## config.mk

```make
export PLATFORM = sky130hd
export DESIGN_NAME = led_blink_arbiter
export DESIGN_NICKNAME = d
export VERILOG_FILES = /design/src/rtl/led_blink_arbiter.sv
export SDC_FILE = /design/constraint.sdc
export NUM_CORES = 1
export LEC_CHECK = 0
export ABC_AREA = 1
export CELL_PAD_IN_SITES_DETAIL_PLACEMENT = 0
export CELL_PAD_IN_SITES_GLOBAL_PLACEMENT = 1
export CORE_AREA = 4 4 75 77
export CTS_CLUSTER_SIZE = 25
export DETAILED_ROUTE_END_ITERATION = 12
export DIE_AREA = 0 0 79 81
export PLACE_DENSITY = 0.77
export SETUP_SLACK_MARGIN = 0.3
export SYNTH_ARGS = -nofsm -noshare
export SYNTH_HDL_FRONTEND = slang
export SYNTH_SLANG_ARGS = --single-unit
```

## constraint.sdc

```tcl
create_clock -name clk -period 1.9 [get_ports clk]
set_input_delay 0.285 -clock clk [delete_from_list [all_inputs] [get_ports clk]]
set_output_delay 0.285 -clock clk [all_outputs]
set_load 0.05 [all_outputs]
```

## src/rtl/led_blink_arbiter.sv

```systemverilog
// led_blink_arbiter
// Shares one status LED between four owners (IDLE, BUSY, DONE, ERR) by fixed
// priority. A free-running tick divider paces every blink pattern; all
// outputs come straight from flops.
module led_blink_arbiter #(
   parameter logic [24:0] TICK_DIV = 25'd12_500_000
) (
   input  logic       clk,
   input  logic       rst_n,
   input  logic       err_req,
   input  logic       busy_req,
   input  logic       done_pulse,
   input  logic [3:0] done_count,
   output logic       led,
   output logic [1:0] grant,
   output logic       done_ack,
   output logic       done_ovf
);

   // Encoding doubles as the grant output value.
   typedef enum logic [1:0] {
      ST_IDLE = 2'b00,
      ST_BUSY = 2'b01,
      ST_DONE = 2'b10,
      ST_ERR  = 2'b11
   } state_t;

   state_t      state_q, state_d;
   logic [24:0] cnt_q, cnt_d;
   logic        tick;
   logic        led_q, led_d;
   logic [1:0]  phase_q, phase_d;
   logic        pend_q, pend_d;
   logic [3:0]  rem_q, rem_d;
   logic        ack_q, ack_d;
   logic        ovf_q, ovf_d;

   // Free-running tick divider; deliberately independent of the arbiter state
   // so blink cadence never drifts when owners change.
   always_comb begin
      tick  = (cnt_q == TICK_DIV - 25'd1);
      cnt_d = tick ? 25'd0 : cnt_q + 25'd1;
   end

   // Fixed-priority arbitration: error, then a pending completion, then busy.
   always_comb begin
      state_d = ST_IDLE;
      if (err_req) begin
         state_d = ST_ERR;
      end else if (pend_q) begin
         state_d = ST_DONE;
      end else if (busy_req) begin
         state_d = ST_BUSY;
      end
   end

   // Blink patterns and completion bookkeeping; a state change always wins
   // over a coincident tick so every new owner starts from a dark LED.
   always_comb begin
      led_d   = led_q;
      phase_d = phase_q;
      pend_d  = pend_q;
      rem_d   = rem_q;
      ack_d   = 1'b0;
      ovf_d   = 1'b0;

      if (state_d != state_q) begin
         led_d   = 1'b0;
         phase_d = 2'd0;
      end else if (tick) begin
         case (state_q)
            ST_ERR: begin
               led_d = ~led_q;
            end
            ST_BUSY: begin
               phase_d = phase_q + 2'd1;
               if (phase_q == 2'd3) begin
                  led_d = ~led_q;
               end
            end
            ST_DONE: begin
               led_d = ~led_q;
               // A falling LED closes one blink of the completion sequence.
               if (led_q) begin
                  rem_d = rem_q - 4'd1;
                  if (rem_q == 4'd1) begin
                     ack_d  = 1'b1;
                     pend_d = 1'b0;
                  end
               end
            end
            default: begin
            end
         endcase
      end

      // Only one completion may be outstanding; extra pulses are reported
      // and dropped without disturbing the count in progress.
      if (done_pulse) begin
         if (pend_q) begin
            ovf_d = 1'b1;
         end else begin
            pend_d = 1'b1;
            rem_d  = (done_count == 4'd0) ? 4'd1 : done_count;
         end
      end
   end

   // State and datapath registers with synchronous active-low reset.
   always_ff @(posedge clk) begin
      if (!rst_n) begin
         state_q <= ST_IDLE;
         cnt_q   <= 25'd0;
         led_q   <= 1'b0;
         phase_q <= 2'd0;
         pend_q  <= 1'b0;
         rem_q   <= 4'd0;
         ack_q   <= 1'b0;
         ovf_q   <= 1'b0;
      end else begin
         state_q <= state_d;
         cnt_q   <= cnt_d;
         led_q   <= led_d;
         phase_q <= phase_d;
         pend_q  <= pend_d;
         rem_q   <= rem_d;
         ack_q   <= ack_d;
         ovf_q   <= ovf_d;
      end
   end

   assign led      = led_q;
   assign grant    = state_q;
   assign done_ack = ack_q;
   assign done_ovf = ovf_q;

endmodule

```

* Yosys cells after proc, flatten, opt, wreduce, memory -nomap -nowiden
Cells that the tools add are included.
** Word-level totals
- Output and inout bits :: 5
- Register bits :: 37
** Cells by class
- Eq/ne operators :: 8
- $add $sub $neg :: 3
- Bitwise logic cells :: 4
- Reduce and logical (&&, ||, !) cells :: 9
- Multiplexer cells :: 21
** Operator list (count)
- $mux W4 :: 7
- $add A25 B1 Y25 const B :: 1
- $eq A25 B24 Y1 const B :: 1
- $mux W1 :: 11
- $eq A2 B2 Y1 const B :: 3
- $reduce_or A2 Y1 :: 3
- $reduce_or A5 Y1 :: 1
- $eq A4 B1 Y1 const B :: 1
- $logic_not A4 Y1 :: 1
- $mux W2 :: 2
- $not A1 Y1 :: 4
- $reduce_and A2 Y1 :: 2
- $sub A4 B1 Y4 const B :: 1
- $reduce_and A3 Y1 :: 1
- $add A2 B1 Y2 const B :: 1
- $eq A2 B1 Y1 const B :: 1
- $ne A2 B2 Y1 :: 1
- $ne A2 B2 Y1 const B :: 1
- $pmux W1 S2 :: 1
- $reduce_bool A2 Y1 :: 1

* Longest topological paths before layout
Gate-level depths: netlist (run 1).
- Depth after elaboration :: 8
- Mapped depth :: 11

* Worst setup path before layout (run 1)
OpenSTA, ideal clock, no wires.
- Path type :: reg2reg
- From :: register state_q[1] (netlist: grant[1])
- To :: register rem_q[0]
- Arrival :: 1.481 ns
- Stages on the path, launching flop included :: 9
- Data required time :: 1.791 ns
- Buffers on the path :: 0
- Path slack :: 0.310 ns
- Cell sequence :: dfxtp_1 -> o21bai_1 -> nand2_1 -> nor2_2 -> nand3_1 -> nand2_1 -> nand3_1 -> nand2_1 -> inv_1
** On the way
- Word-level cells in the longest chain between the ends :: 6
** Ends and longest elaborated chain
- from (decl) :: line 28 : state_t state_q, state_d;
- from (signal assigned) :: line 121 : state_q <= state_d;
- $eq A2 B2 Y1 :: line 71 : case (state_q)
- $mux W4 :: line 71
- $mux W4 :: line 70 : end else if (tick) begin
- $mux W4 * :: line 67 : if (state_d != state_q) begin
- $mux W4 :: line 100 : if (pend_q) begin
- $mux W4 * :: line 99 : if (done_pulse) begin
- to (signal assigned) :: line 126 : rem_q <= rem_d;
- to (decl) :: line 34 : logic [3:0] rem_q, rem_d;
Mark *: on every way between the ends. The rest lies on a longest branch, timed or not.
A chain may end at the register's enable or synchronous reset.

* Final worst setup path (run 1)
- From :: register cnt_q[0]
- To :: register cnt_q[4]
** On the way
- Word-level cells in the longest chain between the ends :: 2
** Ends and longest elaborated chain
- from (decl) :: line 29 : logic [24:0] cnt_q, cnt_d;
- from (signal assigned) :: line 122 : cnt_q <= cnt_d;
- branches (longest 2 deep; another with $add A25 B1 Y25)
Parallel ways; which one is timed is not known.

==> results.md, run 1 <==
* Status: finished clean
* Synthesized-area fraction occupied by adder cells at roughly 2.6%
* Asr flop ratio synth at 0%
* First-pass GRT wire length at 7510 um
* CP Max Fanout at 7
* Max-Cap Viols at 0
* Min cycle time layout at 1.50 ns
* Xor-xnor portion of the synthesized cell area at between 3 and 4%
* Critical R2R Launch: cnt_q[0]
* R2R setup slack at around 0.4 ns
* # IOs at 14
* Clock Latency Late Sink at a little under 0.3 ns
* Initial antenna violation count at 0
* Post-synth top area cell: dfxtp_1
* Area fraction of the dominant cell type after synthesis at 37.9%
* Nets at ~330
* Row Count at 26
* Area Overhead vs Synth at 22.8%
* Initial Utilization at between 30 and 40%
* LEAKAGE at slightly above 0.0009 uW
* Core box area at ~5000 um^2
* Pwr dens at around 660 nW/um^2
* Required @ worst endpoint at between 2 and 2.5 ns
* Part of the Yosys area used for sequential elements at between 30% and 40%
* RR Endpoint: cnt_q[4]
* Hold Fails Final Rpt at 0
* Initial DRC Count at 39
* VDD IR-drop max at about 330 uV
* Hpwl dp at between 3000 and 4000 um
* Layout cells sized above 1 at between 10% and 20%
* Port bufs at 13
* Crit. End Element: flop
* Main flop type after synthesis: dfxtp_1
* Mux cell area share after synthesis at 0%
* Gr ovfl total at 0
* Period utilization at between 70% and 80%
* Post-DRT Antenna Nets at 0
* Cts hold-fix bufs at 0
* Crit path DAT at approximately 1.7 ns
* Antenna fix cells at 0
* Num CTS Buffers at 5
* Avg Inst Size Synth at 6.73 um^2
* Longest Clk Path Bufs at 2
* Die Ht at between 80 and 90 um
* # DRC at 0
* Clock root buffer: clkbuf_8
* Startpoint types: flop
* Crit Path Category: reg -> reg
* Slew at the pin closest to its max-slew limit at between 0.4 and 0.5 ns
* Slew headroom at between 60 and 70%
* HP Class: reg -> reg
* Unrepaired setup endpoints after global routing: true
* Die width at 79 um
* Crit path to: cnt_q[4]
* CTS clk-pin slew, worst paths at approximately 0.070 ns
* H-tree levels at 2
* First drt pass iteration count at 4
* Cell count after synthesis at 290
* Sink Count at 37
* Dominant cells by area after synthesis: dfxtp_1 38%, nand2_1 13%, nor2_1 9.4%
* Wire length per cell at 11.0 um
* Drt via density at about 4.6
* Seq cells post-synth at 37
* Global-route usage over all layers at around 15%
* Total Wirelength at about 4300 um
* Hold wc startpoint: cnt_q[0]
* Die Area at 6400 um^2
* Maximum clock rate at roughly 670 MHz
* Pin count of the biggest net entering global routing at 19
* Synth warn at 0
* Count leader, synth: nand2_1
* Most frequent cells after synthesis: 67 x nand2_1, 49 x nor2_1, 40 x inv_1
* RD Place Congestion at 0.778
* Setup_tns at 0 ns
* Cell area after synthesis at around 2000 um^2
* Synthesized Nets at 303
* Vias in the first global route at between 1,500 and 2,000
* CTS tree: done
* Worst R2R Path Depth at 9
* Compound-Gate Fraction of Synth Area at between 6 and 7%
* Unique masters post-synth at 31
* Worst Setup SP: cnt_q[0]
* Final setup violation count at 0
* Slew Viols, Final at 0
* Post-synth EDFFs at 0
* Largest family of logic cells by synthesized area: simple AND/OR/NAND/NOR gates
* Core Util, Final at around 48%
* Simple-Gate Fraction of Synth Area at 40.4%
* Clk_skew at slightly below 0.008 ns
* DR vias at approximately 1,800
## layer usage
layer	vias up	GRT usage [%]	share of wire [%]
met1	804	19.4	51
met5	-	0	0
met2	13	23.8	45
met3	7	3.88	2.6
li1	971	-	-
met4	0	5.67	1.6
## registers in the layout, summed over array words and instances (netlist names)
name / flops
led: 1
phase_q: 2
rem_q: 4
cnt_q: 25
grant: 2
done_ovf: 1
pend_q: 1
done_ack: 1
## worst max-delay path: stages, from the launching register on
cell	delay, ns
dfxtp_4	0.37
ha_4	0.15
nand3_2	0.10
nor2_1	0.10
nand2_1	0.09
nor2_4	0.22
nor2_4	0.09
buf_4	0.15
o21ai_0	0.07
nor2_1	0.06
## kinds of logic after synthesis
kind of cell	count (synthesis)
flops	37
compound gates	24
xor+xnor	8
simple gates	173
buf+inv	44
fa+ha+maj	4
## worst min path at each step
stage,end,slack [ns],cells past startpoint
detailed placement,cnt_q[21],0.44,2
global route,cnt_q[0],0.47,1
finish,cnt_q[0],0.44,1
global placement,phase_q[1],0.43,2
CTS,cnt_q[21],0.45,2
floorplan,grant[1],0.41,2
## final cells by class
cell class / instances / area (um^2)
Clock inverter: 1 / 5.00
Multi-Input combinational cell: 209 / 1110
Tap cell: 70 / 87.6
Clock buffer: 7 / 96.3
Sequential cell: 37 / 758
Fill cell: 573 / 2610
Inverter: 43 / 164
Timing Repair Buffer: 20 / 173
## metrics by stage
stage	power (uW)	hold WS (ns)	cells	area, um^2	setup slack (ns)
finish	1580	0.444	387	2400	0.397
global route	1660	0.466	387	2400	0.251
CTS	1600	0.454	385	2310	0.295
detailed placement	975	0.444	375	2180	0.157
global placement	975	0.434	375	2180	0.169
floorplan	925	0.411	290	1950	0.310
## layout by cell type, fill, tap and decap left out, types with 2 or more instances in the layout
cell / n
dfxtp_1: 25
nor2_2: 2
xnor2_1: 3
nand2_1: 65
inv_1: 40
clkbuf_8: 7
nand3_2: 7
dlygate4sd2_1: 4
dfxtp_2: 11
o21ai_1: 2
nor2_1: 48
xor2_1: 5
nor3b_1: 2
nor3_1: 11
nand3_1: 16
nand2_2: 4
buf_4: 7
o21ai_0: 5
ha_1: 3
nor2_4: 7
nand4_1: 5
a21oi_1: 13
clkdlybuf4s50_1: 8
## timing repair
action | in CTS | in global routing
gates cloned | 0 | 0
resized for setup | 10 | 28
buffers inserted | 2 | 2
hold endpoints to repair | 0 | 0
pin swaps | 2 | 5
setup endpoints to repair | 27 | 34
## power by group
part | switching [uW] | total, uW | internal (uW)
combinational | 91.5 | 151 | 60.0
sequential | 18.7 | 814 | 795
clock | 286 | 614 | 328
total | 396 | 1580 | 1180
Note: power is estimated with default switching activity, not from simulation.
==> run 2, diff against run 1 <==
- clock period: 1.9 -> 1.55 ns (I/O delays scaled with it)
==> results.md, run 2 (synthesis results as in run 1) <==
* Status: finished clean
* Post-route cell area at between 2000 and 3000 um^2
* Die Ht at slightly above 80 um
* Num CTS Buffers at 5
* Most frequent cells in the layout: 58 x nand2_1, 40 x inv_1, 35 x nor2_1
* Slew headroom at 74.0%
* Crit Path Category: reg -> reg
* Initial DRC Count at 69
* Global-route usage over all layers at between 10% and 20%
* CTS tree: done
* Vias in the first global route at 1,755
* Setup_tns at 0 ns
* Clock network power share at between 30% and 40%
* Longest Clk Path Bufs at 2
* Top Registers: cnt_q x25, rem_q x4
* Maximum clock rate at about 670 MHz
* VDD IR-drop max at between 300 and 400 uV
* Hold_ws at ~0.44 ns
* Period utilization at 96.0%
* Initial antenna violation count at 0
* Total Wirelength at between 4000 and 5000 um
* Pin count of the biggest net entering global routing at 12
* Total power at about 2000 uW
* Nets at about 360
* Largest register FFs at 25
* R2R setup slack at around 0.062 ns
* First drt pass iteration count at 4
* Crit path to: cnt_q[4]
* Area Overhead vs Synth at 45.1%
* Antenna fix cells at 0
* Core box area at roughly 5000 um^2
* Reg with most FFs: cnt_q
* Area of the multi-input gates at between 1000 and 1500 um^2
* Port bufs at 13
* Wire length per cell at 11.5 um
* Post-Place Cells at 395
* Hold wc startpoint: cnt_q[0]
* Hold Path Stages at 1
* Placed cell area at approximately 2400 um^2
* Layout cells sized above 1 at between 30% and 40%
* LEAKAGE at 0.00107 uW
* Clk_skew at ~0.0036 ns
* Drt via density at ~4.5
* CP Max Fanout at 3
* Unrepaired setup endpoints after global routing: true
* Required @ worst endpoint at between 1.5 and 2 ns
* Slew Viols, Final at 0
* HP Class: reg -> reg
* Min cycle time layout at 1.49 ns
* H-tree levels at 2
* Reg area at 771 um^2
* Post-DRT Antenna Nets at 0
* Clock root buffer: clkbuf_8
* Crit. End Element: flop
* Max-Cap Viols at 0
* Hold Fails Final Rpt at 0
* Pwr dens at approximately 700 nW/um^2
* Clock Latency Late Sink at 0.29 ns
* Die Area at about 6400 um^2
* Switch Pwr at 512 uW
* DR vias at between 1,500 and 2,000
* Startpoint types: flop
* Row Count at 26
* Commonest non-fill, non-tap cell in the layout: nand2_1
* Fill cells at roughly 500
* RR Endpoint: cnt_q[4]
* Worst Setup SP: cnt_q[0]
* Gr ovfl total at 0
* Total internal power at about 1400 uW
* Cts hold-fix bufs at 0
* Flop pwr share at 51.0%
* First-pass GRT wire length at approximately 7800 um
* Die width at 79 um
* Crit path DAT at approximately 1.7 ns
* RD Place Congestion at 0.799
* Layout Cells excl Fill at around 410
* Sw Ratio at a little over a quarter
* # IOs at 14
* Comb power frac at ~13%
* Critical R2R Launch: cnt_q[0]
* Worst R2R Path Depth at 10
* Slew at the pin closest to its max-slew limit at 0.386 ns
* Initial Utilization at between 30% and 40%
* Sink Count at 37
* Final setup violation count at 0
* Hpwl dp at between 3000 and 4000 um
* # DRC at 0
* CTS clk-pin slew, worst paths at roughly 0.07 ns
-- run 2: changes by cell type in the layout (fill, tap and decap cells not counted), sizes merged --
cell / change
inv: -1
dlygate4sd2: -4
clkinvlp: +1
clkinv: +2
buf: +29
-- run 2: final cells by class --
class                      instances  share of cell area [%]
sequential                        37                    27.2
multi-input combinational        209                    45.7
inverter                          43                    6.14
clock buffer                       8                    3.18
tap                               70                    3.09
timing repair inverter             3                    1.41
timing repair buffer              44                    13.3
-- run 2: repair_timing --
item                                    CTS  global route
setup buffers                             7             1
gates cloned                              3             0
gates resized for setup                  19            72
pin swaps                                 8            17
endpoints found under the setup margin   34            34
hold endpoints to repair                  0             0
-- run 2: power groups by stage --
| stage | Sequential (uW) | Clock (uW) | Combinational (uW) |
|---|---|---|---|
| 3_5_place_dp | 1020 | 0 | 196 |
| 6_report | 995 | 707 | 251 |
| 4_1_cts | 996 | 735 | 220 |
| 2_1_floorplan | 1030 | 0 | 106 |
| 5_1_grt | 999 | 779 | 275 |
| 3_3_place_gp | 1020 | 0 | 194 |
-- run 2: layer usage --
| metal | vias up | global-route usage [%] | routed length, um |
|---|---|---|---|
| li1 | 1023 | - | - |
| met5 | - | 0 | 0 |
| met3 | 7 | 2.99 | 107 |
| met1 | 836 | 20.1 | 2400 |
| met2 | 14 | 25.0 | 2190 |
| met4 | 0 | 6.19 | 69 |
-- run 2: worst min-delay path by stage --
stage	to	slack, ns
5_1_grt	cnt_q[0]	0.45
4_1_cts	cnt_q[0]	0.45
3_3_place_gp	cnt_q[0]	0.43
3_5_place_dp	cnt_q[0]	0.44
2_1_floorplan	grant[1]	0.36
6_report	cnt_q[0]	0.44
-- run 2: critical path: stages (launching register included) --
cell	delay, ns
dfxtp_4	0.37
ha_4	0.15
nand3_4	0.09
nor2_4	0.11
nand2_2	0.07
nor2_4	0.15
nor2_4	0.05
buf_6	0.13
buf_6	0.12
o21ai_0	0.06
nor2_1	0.07
-- run 2: metrics by stage --
| step | utilization, % | setup slack [ns] |
|---|---|---|
| finish | 56.5 | 0.0621 |
| global route | 56.5 | -0.0728 |
| detailed placement | 47.3 | -0.135 |
| floorplan | - | 0.219 |
| CTS | 51.7 | 0.0727 |
| global placement | 47.3 | -0.104 |
==> run 3, diff against run 2 <==
- CORE_AREA: 4 4 75 77 -> 4 4 74 76
- DIE_AREA: 0 0 79 81 -> 0 0 78 80
- PLACE_DENSITY: 0.77 -> 0.79
- SKIP_LAST_GASP: not set -> 1
==> results.md, run 3 (synthesis results as in run 1) <==
* Status: finished clean
* Gr ovfl total at 0
* Required @ worst endpoint at approximately 1.7 ns
* Total Wirelength at about 4500 um
* Initial DRC Count at 86
* CTS clk-pin slew, worst paths at about 0.080 ns
* Unrepaired setup endpoints after global routing: true
* Top Registers: cnt_q x25, rem_q x4
* Initial antenna violation count at 0
* Crit Path Category: reg -> reg
* Reg with most FFs: cnt_q
* Most frequent cells in the layout: 58 x nand2_1, 44 x nor2_1, 40 x inv_1
* Hold Fails Final Rpt at 0
* Crit-path cells: ha_4, nand3_4, nor2_4, nand2_2, nor2_4, nor2_4, buf_6, o21ai_1, nor2_1
* Sink Count at 37
* M1 GR Usage at between 10% and 20%
* # DRC at 0
* Critical path's largest stage delay at ~0.35 ns
* Grt met2 use at between 20% and 30%
* Startpoint types: flop
* Pin count of the biggest net entering global routing at 19
* Drt via density at 4.60
* Busiest grt layer: met2
* Largest register FFs at 25
* Core box area at about 4700 um^2
* Die Area at roughly 6200 um^2
* Min cycle time layout at approximately 1.5 ns
* Slew at the pin closest to its max-slew limit at just over 0.4 ns
* Crit path DAT at approximately 1.7 ns
* Worst Setup SP: cnt_q[1]
* VDD IR-drop max at between 400 and 500 uV
* Final setup violation count at 0
* Hold Path Stages at 2
* Hpwl dp at between 3000 and 4000 um
* Most used cell, CP: nor2_4
* Vias in the first global route at 1,695
* Slew Viols, Final at 0
* Crit path to: cnt_q[4]
* Initial Utilization at 41.3%
* Max stage delay cell, worst path: dfxtp_2
* Worst R2R Path Depth at 9
* Maximum clock rate at 659 MHz
* DR vias at between 1,500 and 2,000
* Clk_skew at 0.00727 ns
* First drt pass iteration count at 4
* Period utilization at a little under 100%
* Antenna fix cells at 0
* R2R setup slack at around 0.032 ns
* Clock Latency Late Sink at 0.29 ns
* Layout cells sized above 1 at a little under 30%
* Post-Place Cells at around 400
* Die width at between 70 and 80 um
* M3 GR Usage at 3.61%
* RR Endpoint: cnt_q[4]
* CTS tree: done
* Die Ht at about 80 um
* CP Max Fanout at 7
* Commonest non-fill, non-tap cell in the layout: nand2_1
* Pwr dens at around 800 nW/um^2
* Port bufs at 13
* Area Overhead vs Synth at 36.3%
* Crit. End Element: flop
* Slew headroom at 72.3%
* # IOs at 14
* HP Class: reg -> reg
* Nets at 350
* First-pass GRT wire length at between 7000 and 8000 um
* Fill cells at about 480
* Post-DRT Antenna Nets at 0
* Wire length per cell at 11.0 um
* Placed cell area at 2340 um^2
* Max-Cap Viols at 0
* LEAKAGE at ~0.0011 uW
* Post-route cell area at roughly 2700 um^2
* Longest Clk Path Bufs at 2
* Global-route usage over all layers at roughly 15%
* H-tree levels at 2
* RD Place Congestion at about 0.82
* Num CTS Buffers at 5
* Clock root buffer: clkbuf_8
* Layout Cells excl Fill at 405
* Cts hold-fix bufs at 0
* Row Count at 25
* Critical R2R Launch: cnt_q[1]
## run 3: power by group
group | switching, uW | total, uW | internal (uW)
sequential | 23.1 | 999 | 976
clock | 352 | 876 | 525
combinational | 127 | 223 | 96.5
total | 502 | 2100 | 1600
## run 3: repair_timing
| item | 4_1_cts | 5_1_grt |
|---|---|---|
| gates resized for setup | 25 | 27 |
| gates cloned | 0 | 1 |
| pin swaps | 12 | 16 |
| endpoints found under the setup margin | 34 | 34 |
| setup buffers | 4 | 3 |
## run 3: worst min-delay path by stage
stage,from,end,slack (ns)
final,cnt_q[21],cnt_q[21],0.45
after global routing,cnt_q[21],cnt_q[21],0.46
after CTS,phase_q[1],phase_q[1],0.46
after detailed placement,cnt_q[0],cnt_q[0],0.43
after global placement,cnt_q[0],cnt_q[0],0.43
after floorplan,err_req,grant[1],0.36
## run 3: metal layers
layer | wire length, um | up-vias
met1 | 2270 | 825
met2 | 2030 | 18
met3 | 110 | 7
met5 | 0 | -
li1 | - | 1015
met4 | 66 | 0
## run 3: area by class of cell
type                    instances  area [um^2]  area share (%)
clock inverters                 1         30.0            1.13
repair inverters                1         6.26           0.235
repair buffers                 40          332            12.5
clock buffers                   7         86.3            3.24
multi-input cells             209         1190            44.9
inverters                      43          166            6.25
well taps                      67         83.8            3.15
flip-flops and latches         37          762            28.6
## run 3: through the flow
stage | total power [uW] | hold slack (ns) | utilization (%) | setup WS, ns | TNS, ns
after floorplan | 1140 | 0.357 | - | 0.219 | 0
after global placement | 1210 | 0.429 | 49.6 | -0.115 | -0.476
after detailed placement | 1220 | 0.433 | 49.6 | -0.128 | -0.615
after CTS | 2110 | 0.456 | 54.2 | 0.0760 | 0
after global routing | 2200 | 0.457 | 56.3 | -0.0619 | -0.341
final | 2100 | 0.449 | 56.3 | 0.0316 | 0
## run 3: critical path, delay by kind of cell (launching register included)
family                   cells  cell delay [ns]
adder cells (fa/ha/maj)      1             0.17
buffers and inverters        1             0.14
flip-flops                   1             0.35
AO/OA/AOI/OAI                1             0.08
AND/OR/NAND/NOR              6             0.67
